$ cat src/rtl/dma_ahb_fifo_pkg.sv
// Shared constants for the small synchronous DMA/AHB FIFO.
// Defaults for data width, address width and count width.
package dma_ahb_fifo_pkg;

  localparam int FDW_DEF = 32;
  localparam int FAW_DEF = 4;
  localparam int CNT_W   = FAW_DEF + 1;

  function automatic int depth_of(input int faw);
    return 1 << faw;
  endfunction

endpackage

$ cat src/rtl/dma_ahb_fifo_sync_small_if.sv
// Write/read handshake bundle of the small synchronous FIFO.
// master = producer/consumer side, slave = FIFO side.
interface dma_ahb_fifo_sync_small_if
  import dma_ahb_fifo_pkg::*;
#(
  parameter int FDW = FDW_DEF,
  parameter int FAW = FAW_DEF
);

  logic           clr;
  logic           wr_rdy;
  logic           wr_vld;
  logic [FDW-1:0] wr_din;
  logic           rd_rdy;
  logic           rd_vld;
  logic [FDW-1:0] rd_dout;
  logic           full;
  logic           empty;
  logic           fullN;
  logic           emptyN;
  logic [FAW:0]   rd_cnt;
  logic [FAW:0]   wr_cnt;

  modport master (
    output clr, wr_vld, wr_din, rd_rdy,
    input  wr_rdy, rd_vld, rd_dout,
    input  full, empty, fullN, emptyN,
    input  rd_cnt, wr_cnt
  );

  modport slave (
    input  clr, wr_vld, wr_din, rd_rdy,
    output wr_rdy, rd_vld, rd_dout,
    output full, empty, fullN, emptyN,
    output rd_cnt, wr_cnt
  );

endinterface

$ cat src/rtl/dma_ahb_fifo_ram.sv
// FIFO storage: one synchronous write port, one async read port.
// Contents are not reset; validity is tracked by the pointers.
module dma_ahb_fifo_ram
  import dma_ahb_fifo_pkg::*;
#(
  parameter int FDW = FDW_DEF,
  parameter int FAW = FAW_DEF
) (
  input  logic           clk,
  input  logic           we_i,
  input  logic [FAW-1:0] waddr_i,
  input  logic [FDW-1:0] wdata_i,
  input  logic [FAW-1:0] raddr_i,
  output logic [FDW-1:0] rdata_o
);

  logic [FDW-1:0] mem_q [depth_of(FAW)];

  always_ff @(posedge clk) begin
    if (we_i) mem_q[waddr_i] <= wdata_i;
  end

  assign rdata_o = mem_q[raddr_i];

endmodule

$ cat src/rtl/dma_ahb_fifo_sync_small.sv
// Small first-word-fall-through synchronous FIFO, 2**FAW x FDW.
// Define DMA_AHB_FIFO_CHECK_EN for sim-only overflow/underflow errors.
module dma_ahb_fifo_sync_small
  import dma_ahb_fifo_pkg::*;
#(
  parameter int FDW = FDW_DEF,
  parameter int FAW = FAW_DEF
) (
  input logic clk,
  input logic rst,
  dma_ahb_fifo_sync_small_if.slave f
);

  localparam int CW    = FAW + 1;
  localparam int DEPTH = depth_of(FAW);

  logic [CW-1:0] wp_q, wp_d;
  logic [CW-1:0] rp_q, rp_d;
  logic [CW-1:0] cnt;
  logic          full, empty;
  logic          push, pop;

  // Extra MSB on each pointer tells full from empty.
  assign empty = (wp_q == rp_q);
  assign full  = (wp_q[FAW] != rp_q[FAW]) &&
                 (wp_q[FAW-1:0] == rp_q[FAW-1:0]);
  assign cnt   = wp_q - rp_q;

  assign push = f.wr_vld & ~full;
  assign pop  = f.rd_rdy & ~empty;

  always_comb begin
    wp_d = wp_q;
    rp_d = rp_q;
    if (f.clr) begin
      wp_d = '0;
      rp_d = '0;
    end else begin
      if (push) wp_d = wp_q + CW'(1);
      if (pop)  rp_d = rp_q + CW'(1);
    end
  end

  always_ff @(posedge clk) begin
    if (rst) begin
      wp_q <= '0;
      rp_q <= '0;
    end else begin
      wp_q <= wp_d;
      rp_q <= rp_d;
    end
  end

  dma_ahb_fifo_ram #(
    .FDW (FDW),
    .FAW (FAW)
  ) u_ram (
    .clk     (clk),
    .we_i    (push & ~f.clr & ~rst),
    .waddr_i (wp_q[FAW-1:0]),
    .wdata_i (f.wr_din),
    .raddr_i (rp_q[FAW-1:0]),
    .rdata_o (f.rd_dout)
  );

  assign f.full   = full;
  assign f.empty  = empty;
  assign f.wr_rdy = ~full;
  assign f.rd_vld = ~empty;
  assign f.fullN  = (cnt == CW'(DEPTH - 1));
  assign f.emptyN = (cnt == CW'(1));
  assign f.rd_cnt = cnt;
  assign f.wr_cnt = CW'(DEPTH) - cnt;

`ifdef DMA_AHB_FIFO_CHECK_EN
  always @(posedge clk) begin
    if (!rst && f.wr_vld && full)
      $error("%0t: push while full", $time);
    if (!rst && f.rd_rdy && empty)
      $error("%0t: pop while empty", $time);
  end
`else
`endif

endmodule

$ cat src/flat_wrapper.sv
// flat-port wrapper written by rule: the top's interface ports become plain ports
module dma_ahb_fifo_sync_small_flat import dma_ahb_fifo_pkg::*;
#(
  parameter int FDW = FDW_DEF,
  parameter int FAW = FAW_DEF
)
  (clk, rst, f_clr, f_wr_vld, f_wr_din, f_rd_rdy, f_wr_rdy, f_rd_vld, f_rd_dout, f_full, f_empty, f_fullN, f_emptyN, f_rd_cnt, f_wr_cnt);
  dma_ahb_fifo_sync_small_if #(.FDW(FDW), .FAW(FAW)) f_i ();
  input logic clk;
  input logic rst;
  input wire logic [$bits(f_i.clr)-1:0] f_clr;
  input wire logic [$bits(f_i.wr_vld)-1:0] f_wr_vld;
  input wire logic [$bits(f_i.wr_din)-1:0] f_wr_din;
  input wire logic [$bits(f_i.rd_rdy)-1:0] f_rd_rdy;
  output wire logic [$bits(f_i.wr_rdy)-1:0] f_wr_rdy;
  output wire logic [$bits(f_i.rd_vld)-1:0] f_rd_vld;
  output wire logic [$bits(f_i.rd_dout)-1:0] f_rd_dout;
  output wire logic [$bits(f_i.full)-1:0] f_full;
  output wire logic [$bits(f_i.empty)-1:0] f_empty;
  output wire logic [$bits(f_i.fullN)-1:0] f_fullN;
  output wire logic [$bits(f_i.emptyN)-1:0] f_emptyN;
  output wire logic [$bits(f_i.rd_cnt)-1:0] f_rd_cnt;
  output wire logic [$bits(f_i.wr_cnt)-1:0] f_wr_cnt;
  assign f_i.clr = f_clr;
  assign f_i.wr_vld = f_wr_vld;
  assign f_i.wr_din = f_wr_din;
  assign f_i.rd_rdy = f_rd_rdy;
  assign f_wr_rdy = f_i.wr_rdy;
  assign f_rd_vld = f_i.rd_vld;
  assign f_rd_dout = f_i.rd_dout;
  assign f_full = f_i.full;
  assign f_empty = f_i.empty;
  assign f_fullN = f_i.fullN;
  assign f_emptyN = f_i.emptyN;
  assign f_rd_cnt = f_i.rd_cnt;
  assign f_wr_cnt = f_i.wr_cnt;
  dma_ahb_fifo_sync_small #(.FDW(FDW), .FAW(FAW)) u_core (.clk(clk), .rst(rst), .f(f_i));
endmodule
$ cat config.mk
export PLATFORM = sky130hd
export DESIGN_NAME = dma_ahb_fifo_sync_small_flat
export DESIGN_NICKNAME = d
export VERILOG_FILES = /design/src/rtl/dma_ahb_fifo_pkg.sv /design/src/rtl/dma_ahb_fifo_sync_small_if.sv /design/src/rtl/dma_ahb_fifo_ram.sv /design/src/rtl/dma_ahb_fifo_sync_small.sv /design/src/flat_wrapper.sv
export SDC_FILE = /design/constraint.sdc
export NUM_CORES = 1
export LEC_CHECK = 0
export CORE_ASPECT_RATIO = 1.1
export CORE_MARGIN = 1.5
export CORE_UTILIZATION = 50
export DETAILED_ROUTE_END_ITERATION = 7
export PLACE_DENSITY_LB_ADDON = 0.3
export SLEW_MARGIN = 20
export SYNTH_ARGS = -nofsm -noshare
export SYNTH_HDL_FRONTEND = slang
export SYNTH_HIERARCHICAL = 1
export SYNTH_SLANG_ARGS = --single-unit
$ cat constraint.sdc
create_clock -name clk -period 6 [get_ports clk]
set_input_delay 1.8 -clock clk [delete_from_list [all_inputs] [get_ports clk]]
set_output_delay 1.8 -clock clk [all_outputs]
set_load 0.05 [all_outputs]
==> results.md <==
- Number of routed nets with antenna violations: 0
- CP startpoint kind: flip-flop
- Nets: 1060
- Register bit total from synthesis: 522
- Num rows: 76
- Worst Tran Pin Value: 1.101 ns
- Die X: 193.6 um
- Vias in the first global route: 9882
- Core ar.: 39270 sq um
- Count leader, synth: edfxtp_1
- Final setup viols: 0
- F_max: 0.1824 GHz
- Htree depth: 2
- DPL Wire Length: 21260 um
- Hold Path Origin: u_core/wp_q[4]$_SDFFE_PP0P_
- WP buf/inv: 3
- Drt drc: 2
- Worst reg2reg path startpoint: u_core/rp_q[0]$_SDFFE_PP0P_
- Switching power share of the total: 0.1987
- Async SR Flop Fraction: 0
- Status: finished, violations left
- Reg2Reg Setup Slack: 2.48 ns
- DRT Pass-1 Iters: 7
- P_leak: 7.147 nW
- R2R cell count: 7
- Inst Count DP: 1467
- Clock latency on the worst-skew pair: 0.57 ns
- Slew HR: 0.2658
- Initial Util: 0.5085
- Number of synthesized flops with an enable pin: 512
- Max stage delay cell, worst path: clkdlybuf4s50_1
- P_sw: 1.473 mW
- Final hold vios: 0
- DR vias: 9381
- Clk slew on worst S/H paths: 0.06 ns
- First-pass GRT wire length: 61590 um
- Gr usage total: 0.2044
- Sum Neg Setup Slack: 0 ns
- Critical path origin: u_core/rp_q[0]$_SDFFE_PP0P_
- Multi-input gate area: 4263 sq um
- PwrDens: 318.5 nW/um^2
- Grt total ovfl: 0
- Critical Path RT: 4.20 ns
- Most frequent cells after synthesis: edfxtp_1, mux4_2, a22oi_1, nand2_1, nor2_1
- CP Cell Sequence: ha_1 -> inv_1 -> fa_1 -> inv_1 -> ha_1 -> nor3b_1 -> mux2i_1 -> xnor2_1 -> clkdlybuf4s50_1
- Syn Inst Count: 894
- Arr. time, crit path: 3.68 ns
- Worst Setup EP: f_wr_cnt[4]
- TritonCTS Buffers: 51
- Clock sink total: 522
- Fin. max-slew vios: 0
- CP Max Fanout: 25
- Fillers: 2748
- Final min period: 5.483 ns
- Reg-to-Reg End: u_core/u_ram/mem_q[6][12]$_DFFE_PP_
- Failing checks: design-rule violations
- Root buf cell: clkbuf_16
- Register area: 15580 sq um
- Top post-synthesis cells by area: edfxtp_1, mux4_2, a22oi_1
- Sequential fraction of the synthesis area: 0.7799
- Largest net degree at the start of global routing: 132
- Max Cap Viol: 0
- Post-synthesis to final-layout area growth: 16.60%
- Worst path max stage delay: 0.81 ns
- CP top delay family: adder cells
- Syn nets: 941
- Port-buffer cells: 84
- Non-Filler Instances: 1564
- Vias/cell: 5.998
- Share of cells above drive strength 1: 0.2424
- Clock power share: 0.425
- RSZ-0062 raised after global routing: false
- Die ar.: 41150 sq um
- Postcts setup bufs: 0
- Dominant synthesized flop cell: edfxtp_1
- Routed len/inst: 25.98 um
- CP Class: reg -> out
- CP endpoint kind: output port
- Critical Path Stages: 9
- Hold Buf Count CTS: 0
- Post-synth top area share: 0.7698
- Die Y-Extent: 212.6 um
- Cts repair resizes: 0
- Combinational share of power: 0.034
- Post-synth cell types: 39
- YS warnings: 6
- Sequential share of power: 0.542
- Max Clock Skew: 0.007939 ns
- I/O pins: 85
- Worst VDD drop: 0.1937 mV
- Gpl congestion: 0.7514
- Post-synth top area cell: edfxtp_1
- Mapped Area: 19970 sq um
- Int Power: 5.943 mW
- CTS tree: built
- Initial antenna violation count: 2
- Initial drt markers: 819
- Final WL: 40630 um
- Fin crit share: 0.9139
- Max clock buf depth: 3
- Synthesized area per cell: 22.34 sq um
- HP Class: reg -> reg
metal layers:
| layer | global-route usage | vias up | wire length [um] |
|---|---|---|---|
| li1 | - | 4019 | - |
| met1 | 0.2738 | 5009 | 16680 |
| met2 | 0.3402 | 281 | 20300 |
| met3 | 0.03839 | 70 | 2588 |
| met4 | 0.07250 | 2 | 1056 |
| met5 | 0 | - | 13 |
power groups by stage:
stage                     sequential [mW]  combinational [mW]  clock, mW
after floorplan                      4.09               0.140          0
after global placement               4.09               0.249          0
after detailed placement             4.09               0.253          0
after CTS                            4.02               0.254       3.21
after global routing                 4.02               0.267       3.36
final                                4.02               0.250       3.15
logic make-up (layout without fill, tap and decap cells):
group / Yosys count / in the layout / share of synthesized area
XOR/XNOR: 13 / 13 / 0.006453
AND/OR/NAND/NOR: 85 / 85 / 0.01948
adder cells (fa/ha/maj): 10 / 10 / 0.006641
buffers and inverters: 54 / 216 / 0.01341
other: 0 / 1 / 0
flip-flops: 522 / 522 / 0.7799
AO/OA/AOI/OAI: 79 / 79 / 0.02832
multiplexers: 131 / 131 / 0.1458
worst min-delay path by stage:
stage	endpoint	slack [ns]	cells after the start
4_1_cts	u_core/wp_q[4]$_SDFFE_PP0P_	0.58	2
3_5_place_dp	u_core/wp_q[4]$_SDFFE_PP0P_	0.57	2
3_3_place_gp	u_core/wp_q[4]$_SDFFE_PP0P_	0.55	2
6_report	u_core/wp_q[4]$_SDFFE_PP0P_	0.58	2
5_1_grt	u_core/wp_q[4]$_SDFFE_PP0P_	0.61	2
2_1_floorplan	u_core/rp_q[3]$_SDFFE_PP0P_	0.51	2
flip-flops by register name, indices dropped and copies added, names as in the netlist:
| signal | cells |
|---|---|
| u_core/rp_q | 5 |
| u_core/u_ram/mem_q | 512 |
| u_core/wp_q | 5 |
worst register-to-register path: cells and delay by family (launching register included):
family,cells,cell delay (ns)
AO/OA/AOI/OAI,1,0.17
flip-flops,1,0.68
AND/OR/NAND/NOR,4,1.66
buffers and inverters,1,0.34
adder cells (fa/ha/maj),1,0.37
layout by cell type, fill, tap and decap left out, drive strengths merged, types with 2 or more instances in the layout:
cell type	instances
mux4	128
buf	27
clkdlybuf4s50	84
nor3	5
clkinv	32
nand3	2
o21ai	6
ha	9
xnor2	7
clkbuf	56
inv	10
edfxtp	512
xor2	6
nor2	22
nand3b	2
nand2	37
or2	2
bufinv	6
o211ai	3
or3	3
a22oi	64
a21oi	5
dfxtp	10
nand2b	2
mux2i	3
nor2b	2
area by class of cell:
cell class,instances,area share
clock inverter,40,0.01499
sequential,522,0.6691
clock buffer,56,0.05652
timing repair buffer,111,0.04750
multi-input combinational,318,0.1831
antenna,1,0.0001075
inverter,9,0.001451
tap,507,0.02724
stage by stage:
step                      setup slack (ns)  hold WS [ns]  instance area, sq um    util  total power, mW
final                               0.5166        0.5844                 23290  0.5930            7.416
after global routing                0.2740        0.6148                 23290  0.5930            7.642
after CTS                           0.4251        0.5819                 23280  0.5929            7.484
after detailed placement             1.050        0.5730                 21620  0.5505            4.348
after global placement               1.055        0.5486                 21620  0.5505            4.343
after floorplan                     0.3434        0.5121                 19970       -            4.232
Note: power is estimated with default switching activity, not from simulation.
